`config.mk`:
```
export PLATFORM = sky130hd
export DESIGN_NAME = jedro_1_mem_arbiter
export DESIGN_NICKNAME = d
export VERILOG_FILES = /design/src/rtl/jedro_1_mem_arbiter.sv
export SDC_FILE = /design/constraint.sdc
export NUM_CORES = 1
export LEC_CHECK = 0
export CAP_MARGIN = 20
export CORE_AREA = 2 2 98 100
export CTS_BUF_LIST = sky130_fd_sc_hd__clkbuf_4
export DETAILED_ROUTE_END_ITERATION = 7
export DIE_AREA = 0 0 100 102
export PLACE_DENSITY = 0.69
export RECOVER_POWER = 50
export SETUP_SLACK_MARGIN = 0.05
export SYNTH_ARGS = -nofsm -noshare
export SYNTH_HDL_FRONTEND = slang
export SYNTH_SLANG_ARGS = --single-unit
export TNS_END_PERCENT = 20
```
`constraint.sdc`:
```
create_clock -name clk_i -period 5.1 [get_ports clk_i]
set_input_delay 0.765 -clock clk_i [delete_from_list [all_inputs] [get_ports clk_i]]
set_output_delay 0.765 -clock clk_i [all_outputs]
set_load 0.01 [all_outputs]
```
`src/rtl/jedro_1_mem_arbiter.sv`:
```
// Arbitrates one single-port, single-cycle-latency memory between the fetch unit
// and the load/store unit, with window/alignment checks and response routing.
module jedro_1_mem_arbiter #(
  parameter logic [31:0] MEM_BASE       = 32'h8000_0000,
  parameter int          MEM_WORDS      = 4096,
  parameter int          MAX_LSU_STREAK = 4
) (
  input  logic                         clk_i,
  input  logic                         rst_i,
  input  logic                         ifu_req_i,
  input  logic [31:0]                  ifu_addr_i,
  output logic                         ifu_gnt_o,
  output logic                         ifu_rvalid_o,
  output logic [31:0]                  ifu_rdata_o,
  output logic                         ifu_err_o,
  input  logic                         lsu_req_i,
  input  logic                         lsu_we_i,
  input  logic [3:0]                   lsu_be_i,
  input  logic [31:0]                  lsu_addr_i,
  input  logic [31:0]                  lsu_wdata_i,
  output logic                         lsu_gnt_o,
  output logic                         lsu_rvalid_o,
  output logic [31:0]                  lsu_rdata_o,
  output logic                         lsu_err_o,
  output logic                         ram_en_o,
  output logic [3:0]                   ram_we_o,
  output logic [$clog2(MEM_WORDS)-1:0] ram_addr_o,
  output logic [31:0]                  ram_wdata_o,
  input  logic [31:0]                  ram_rdata_i
);
  localparam int          AW = $clog2(MEM_WORDS);
  localparam int          SW = $clog2(MAX_LSU_STREAK + 1);
  localparam logic [32:0] LO = {1'b0, MEM_BASE};
  localparam logic [32:0] HI = LO + 33'(MEM_WORDS) * 33'd4;
  localparam logic [SW-1:0] SMAX = SW'(MAX_LSU_STREAK);

  typedef enum logic [1:0] {OWN_NONE, OWN_IFU, OWN_LSU} owner_e;

  owner_e        owner_q, owner_d;
  logic          err_q, err_d;
  logic          store_q, store_d;
  logic [SW-1:0] streak_q, streak_d;

  logic        lsu_win, gnt_ifu, gnt_lsu, any_gnt, legal;
  logic [31:0] acc_addr, off;
  logic [31:0] rsp_data;

  always_comb begin
    // LSU wins contention unless the fetch side has waited out the streak limit
    lsu_win  = lsu_req_i && !(ifu_req_i && (streak_q == SMAX));
    gnt_lsu  = !rst_i && lsu_win;
    gnt_ifu  = !rst_i && ifu_req_i && !lsu_win;
    any_gnt  = gnt_lsu || gnt_ifu;
    acc_addr = lsu_win ? lsu_addr_i : ifu_addr_i;
    // 33-bit compare keeps the top-of-window bound from wrapping
    legal    = ({1'b0, acc_addr} >= LO) && ({1'b0, acc_addr} < HI) && (acc_addr[1:0] == 2'b00);
    off      = acc_addr - MEM_BASE;

    ifu_gnt_o   = gnt_ifu;
    lsu_gnt_o   = gnt_lsu;
    ram_en_o    = any_gnt && legal;
    ram_addr_o  = ram_en_o ? off[AW+1:2] : '0;
    ram_wdata_o = ram_en_o ? lsu_wdata_i : 32'h0;
    ram_we_o    = (ram_en_o && gnt_lsu && lsu_we_i) ? lsu_be_i : 4'b0000;

    streak_d = streak_q;
    if (!ifu_req_i || gnt_ifu) streak_d = '0;
    else if (gnt_lsu && (streak_q != SMAX)) streak_d = streak_q + 1'b1;

    owner_d = gnt_lsu ? OWN_LSU : (gnt_ifu ? OWN_IFU : OWN_NONE);
    err_d   = any_gnt && !legal;
    store_d = gnt_lsu && lsu_we_i;
  end

  always_ff @(posedge clk_i or posedge rst_i) begin
    if (rst_i) begin
      owner_q  <= OWN_NONE;
      err_q    <= 1'b0;
      store_q  <= 1'b0;
      streak_q <= '0;
    end else begin
      owner_q  <= owner_d;
      err_q    <= err_d;
      store_q  <= store_d;
      streak_q <= streak_d;
    end
  end

  always_comb begin
    rsp_data     = (err_q || store_q) ? 32'h0 : ram_rdata_i;
    ifu_rvalid_o = (owner_q == OWN_IFU);
    ifu_rdata_o  = ifu_rvalid_o ? rsp_data : 32'h0;
    ifu_err_o    = ifu_rvalid_o && err_q;
    lsu_rvalid_o = (owner_q == OWN_LSU);
    lsu_rdata_o  = lsu_rvalid_o ? rsp_data : 32'h0;
    lsu_err_o    = lsu_rvalid_o && err_q;
  end
endmodule
```
==> flow_summary.toml, run 1 <==
[floorplan]
fp-row-count = 35
initial_core_util = 0.159
fp.dieH_um = 102
die_width_um = 100
dieArea_mm2 = 0.0102
ios = 256
core_mm2 = 0.00911

[min_path]
hp-class = "reg -> reg"
min_from = "streak_q[0]$_DFFE_PP0P_"
holdPathStages = 2

[clock_network]
cts_hold_buf = 0
htreeDepth = 1
post_cts_resize_count = 0
worstSkewPairLatency_ns = 0.26
clock_sinks = 7
cts_buffers = 3
cts_tree = "built"
cts-root-buf = "clkbuf_4"
postCtsSetupBuffers = 0
clk_pin_slew_ns = 0.06
clk_path_buf_depth = 2

[grt]
first_global_vias = 2220
grt_use_total = 0.145
antenna_found_initial = 1
grt_pass1_wl_mm = 11.6
grt_max_degree = 51
grt-ovfl-total = 0

[placed_design]
place.gp.congestion = 0.731
dp_hpwl_mm = 7.46
place.port_buffers = 255

[routing]
firstDrtPassIters = 3
wl_mm = 8.46
drtAntennaViolNets = 0
viasPerCell = 4.25
wl_per_cell_um = 15.3
route.detailed.drc = 0
vias = 2344
drt-initial-drc-count = 53

[yosys]
yosys.area_share.simple = 0.641
synth.distinct_cells = 29
synth_fp_nets = 336
ys_ff_latch = 7
synth_area_mm2 = 0.00145
synth_xor_area_frac = 0
synth_warnings = 0
synth_fa_ha_area_frac = 0.0172
synthMuxAreaShare = 0.0930
synth_cells = 197
synth_top_family_by_area = "simple AND/OR/NAND/NOR gates"
synth_compound_area_frac = 0.0448
post_synth.cell_area_avg_um2 = 7.37
yosysSeqAreaShare = 0.121

[power_and_ir_drop]
peakVddDrop_uv = 44.1
leakagePower_nw = 1.76
p_total_mw = 0.294
p_per_area_mw_per_mm2 = 72.1

[setup_path]
r2r-start = "streak_q[0]$_DFFE_PP0P_"
critPathLaunchType = "input port"
worst_ep_required_time_ns = 4.34
reg2reg_depth = 5
cp-startpoint = "ifu_addr_i[1]"
cp_max_fo = 50
critical_path_class = "in -> out"
cp-end-kind = "output pin"
critPathArrivalTime_ns = 3.24

[final_layout]
syn_to_final_growth_pct = 181
diodes = 0
fin_nets = 581
drive_gt1_frac = 0.0522
fillers = 889

[sta]
finalClockSkew_ns = 0.00120
setup_violations = 0
fmax_ghz = 0.250
max_slew.worst_pin.slew_ns = 1.03
slew_headroom = 0.314
post-route-period-util = 0.785
rsz0062_at_grt = "false"
fin_crit_ns = 4.00
drv_slew = 0
tns_ns = 0
hold_viol = 0

[status]
status = "finished, final reports clean"

[job]
drv_cap = 0
[synthesized netlist by cell type, drive strengths merged]
master,number,area (um2)
and2,67,419
and3,51,319
mux2,12,135
clkbuf,11,41.3
buf,7,68.8
dfrtp,7,175
nor4,7,43.8
nor2,4,15.0
nor3b,4,30.0
inv,3,11.3
nand2,3,13.8
nand3,3,20.0
nor2b,3,18.8
a211oi,2,20.0
a21boi,2,15.0
ha,2,25.0
nand4,2,12.5
a21oi,1,5.00
a2bb2o,1,20.0
nor3,1,5.00
nor4b,1,8.76
o21ai,1,5.00
or4,1,11.3
or4b,1,13.8
[layout make-up]
cell class | count | area [um2] | area share
Clock buffer | 3 | 22.5 | 0.00552
Clock inverter | 1 | 5.00 | 0.00123
Inverter | 3 | 11.3 | 0.00276
Multi-Input combinational cell | 169 | 1160 | 0.284
Sequential cell | 7 | 175 | 0.0430
Tap cell | 111 | 139 | 0.0341
Timing Repair Buffer | 258 | 2570 | 0.630
[flip-flops by register name (all words and copies together) (netlist names)]
signal and flops:
owner_q 2, streak_q 3, err_q 1, store_q 1
[worst paths after layout]
check / endpoint / slack (ns)
min in group asynchronous: owner_q[1]$_DFF_PP0_ / 1.14
worst max-delay path: ram_wdata_o[4] / 1.10
worst min-delay path: streak_q[0]$_DFFE_PP0P_ / 0.59
max in group asynchronous: store_q$_DFF_PP0_ / 3.69
worst max register to register: store_q$_DFF_PP0_ / 3.23
worst min register to register: streak_q[0]$_DFFE_PP0P_ / 0.59
[logic make-up after synthesis]
logic type,after synthesis
AOI/OAI and AO/OA,7
adders and majority gates,2
buffers and inverters,21
DFF,7
muxes,12
and+or+nand+nor,148
[metal layers]
layer	wire length, um	track usage
met5	0	0
met4	91	0.0274
met3	1070	0.0636
met2	4400	0.283
met1	2890	0.143
[placed cells by master (no fill, tap or decap), drive strengths merged]
cell type / count
nand3: 3
and3: 51
ha: 2
nor2: 4
a21oi: 1
a211oi: 2
buf: 1
clkbuf: 5
a21boi: 2
dfrtp: 7
nand2: 3
o21ai: 1
a2bb2o: 1
nor4: 7
mux2: 12
or4: 1
clkdlybuf4s50: 225
inv: 3
dlygate4sd3: 30
nor3: 1
nor4b: 1
and2: 67
nor2b: 3
nor3b: 4
or4b: 1
nand4: 2
clkinv: 1
[power by group]
part	total, mW	leakage [nW]	switching [mW]	internal [mW]
Clock	0.0546	0.0177	0.0257	0.0289
Combinational	0.180	1.65	0.0514	0.129
Sequential	0.0594	0.0933	0.00180	0.0576
[critical path, cell delays in order]
cell,delay [ns]
clkdlybuf4s50_1,0.40
or4b_4,0.53
a211oi_2,0.24
a2bb2o_4,0.42
and3_1,0.25
clkdlybuf4s50_1,0.61
[per-stage QoR]
step / hold slack (ns) / cell area, um2 / setup WS (ns) / instances / utilization
final: 0.587 / 4080 / 1.10 / 552 / 0.448
after floorplan: 0.529 / 1450 / 2.34 / 197 / -
after global placement: 0.557 / 4070 / 1.16 / 548 / 0.447
after detailed placement: 0.569 / 4070 / 1.12 / 548 / 0.447
after global routing: 0.610 / 4080 / 0.927 / 552 / 0.448
after CTS: 0.584 / 4100 / 1.11 / 552 / 0.450
(Power assumes the default switching activity.)
==> inputs of run 2 (changes only) <==
--- a/config.mk
+++ b/config.mk
@@ -6,11 +6,11 @@
 export NUM_CORES = 1
 export LEC_CHECK = 0
 export CAP_MARGIN = 20
-export CORE_AREA = 2 2 98 100
+export CORE_AREA = 2 2 101 103
 export CTS_BUF_LIST = sky130_fd_sc_hd__clkbuf_4
 export DETAILED_ROUTE_END_ITERATION = 7
-export DIE_AREA = 0 0 100 102
-export PLACE_DENSITY = 0.69
+export DIE_AREA = 0 0 103 105
+export PLACE_DENSITY = 0.65
 export RECOVER_POWER = 50
 export SETUP_SLACK_MARGIN = 0.05
 export SYNTH_ARGS = -nofsm -noshare
==> constraint.sdc (replaced) <==
create_clock -name clk_i -period 4.12 [get_ports clk_i]
set_input_delay 0.618 -clock clk_i [delete_from_list [all_inputs] [get_ports clk_i]]
set_output_delay 0.618 -clock clk_i [all_outputs]
set_load 0.01 [all_outputs]
==> flow_summary.toml, run 2 (same netlist as run 1, synthesis figures left out) <==
[clock_network]
cts_tree = "built"
clock_sinks = 7
cts-root-buf = "clkbuf_4"
post_cts_resize_count = 0
cts_buffers = 3
clk_path_buf_depth = 2
htreeDepth = 1
worstSkewPairLatency_ns = 0.25
cts_hold_buf = 0
postCtsSetupBuffers = 0
clk_pin_slew_ns = 0.05

[sta]
rsz0062_at_grt = "false"
post-route-period-util = 0.888
setup_violations = 0
drv_slew = 0
fmax_ghz = 0.273
slew_headroom = 0.364
max_slew.worst_pin.slew_ns = 0.954
hold_viol = 0
fin_crit_ns = 3.66
tns_ns = 0
finalClockSkew_ns = 0.00706
hold_ws_ns = 0.567

[placed_design]
place.gp.congestion = 0.793
place_area_mm2 = 0.00410
place.port_buffers = 255
dp_hpwl_mm = 7.83

[floorplan]
die_width_um = 103
dieArea_mm2 = 0.0108
ios = 256
fp-row-count = 36
initial_core_util = 0.151
core_mm2 = 0.00964
fp.dieH_um = 105

[final_layout]
largest_register = "streak_q"
post-route-util = 0.427
fillers = 1007
layout_common_cells = "219 x clkdlybuf4s50_1, 52 x and2_1, 51 x and3_1, 36 x dlygate4sd3_1, 15 x and2_0"
final_cell_area_mm2 = 0.00411
fin_nets = 581
mostFrequentLayoutCell = "clkdlybuf4s50_1"
drive_gt1_frac = 0.0567
largest_reg_flops = 3
diodes = 0
syn_to_final_growth_pct = 183
reg.largest.list = "streak_q: 3 flops, owner_q: 2 flops"

[setup_path]
cp_max_fo = 50
regToRegSetupSlack_ns = 2.38
worst_ep_required_time_ns = 3.50
critPathArrivalTime_ns = 3.04
cp-end-kind = "output pin"
reg2reg_depth = 6
critPathLaunchType = "input port"
critical_path_class = "in -> out"

[status]
status = "finished, final reports clean"

[routing]
firstDrtPassIters = 4
wl_per_cell_um = 15.1
route.detailed.drc = 0
wl_mm = 8.65
viasPerCell = 4.06
drtAntennaViolNets = 0
vias = 2332
drt-initial-drc-count = 76

[power_and_ir_drop]
swShare = 0.249
p_int_mw = 0.274
p_per_area_mw_per_mm2 = 88.6
peakVddDrop_uv = 80.0
clkPwrFrac = 0.186
p_total_mw = 0.365
leakagePower_nw = 1.79
switching_power_mw = 0.0908
combPwrFrac = 0.612
pwr-share-seq = 0.202

[min_path]
holdPathStages = 2
hp-class = "reg -> reg"

[job]
drv_cap = 0

[grt]
grt-ovfl-total = 0
first_global_vias = 2170
grt_pass1_wl_mm = 11.8
grt_use_total = 0.144
antenna_found_initial = 0
grt_max_degree = 51
## run 2: critical path, stage by stage
cell	delay, ns
clkdlybuf4s50_1	0.42
or4b_4	0.53
a211oi_2	0.24
a2bb2o_4	0.40
and3_1	0.27
clkdlybuf4s50_1	0.56
## run 2: metrics by stage
| stage | std cells | worst slack, ns |
|---|---|---|
| 2_1_floorplan | 197 | 1.65 |
| 3_3_place_gp | 570 | 0.459 |
| 3_5_place_dp | 570 | 0.437 |
| 4_1_cts | 574 | 0.437 |
| 5_1_grt | 574 | 0.341 |
| 6_report | 574 | 0.460 |
## run 2: layout make-up
class | count | area (um2) | area share
tap | 133 | 166 | 0.0405
clock buffer | 4 | 30.0 | 0.00730
inverter | 3 | 11.3 | 0.00274
timing repair buffer | 258 | 2570 | 0.624
sequential | 7 | 175 | 0.0426
multi-input combinational | 169 | 1160 | 0.283
## run 2: per-layer routing
| metal | wire (um) | vias up | global-route usage | share of wire |
|---|---|---|---|---|
| li1 | - | 1166 | - | - |
| met1 | 2720 | 1002 | 0.127 | 0.31 |
| met2 | 4920 | 160 | 0.308 | 0.57 |
| met3 | 941 | 4 | 0.0381 | 0.11 |
| met4 | 74 | 0 | 0.0244 | 0.0086 |
| met5 | 0 | - | 0 | 0 |
## run 2: final timing paths
| check | endpoint | start |
|---|---|---|
| min in group asynchronous | owner_q[0]$_DFF_PP0_ | rst_i |
| worst min register to register | streak_q[0]$_DFFE_PP0P_ | streak_q[0]$_DFFE_PP0P_ |
| worst max-delay path | ram_wdata_o[0] | ifu_addr_i[1] |
| worst max register to register | err_q$_DFF_PP0_ | streak_q[0]$_DFFE_PP0P_ |
| max in group asynchronous | streak_q[2]$_DFFE_PP0P_ | rst_i |
| worst min-delay path | streak_q[0]$_DFFE_PP0P_ | streak_q[0]$_DFFE_PP0P_ |
## run 2: power groups by stage
stage | Combinational (mW) | Clock (mW) | Sequential, mW
finish | 0.223 | 0.0678 | 0.0735
global route | 0.240 | 0.0773 | 0.0740
CTS | 0.231 | 0.0707 | 0.0736
detailed placement | 0.230 | 0 | 0.0748
global placement | 0.228 | 0 | 0.0748
floorplan | 0.0553 | 0 | 0.0739
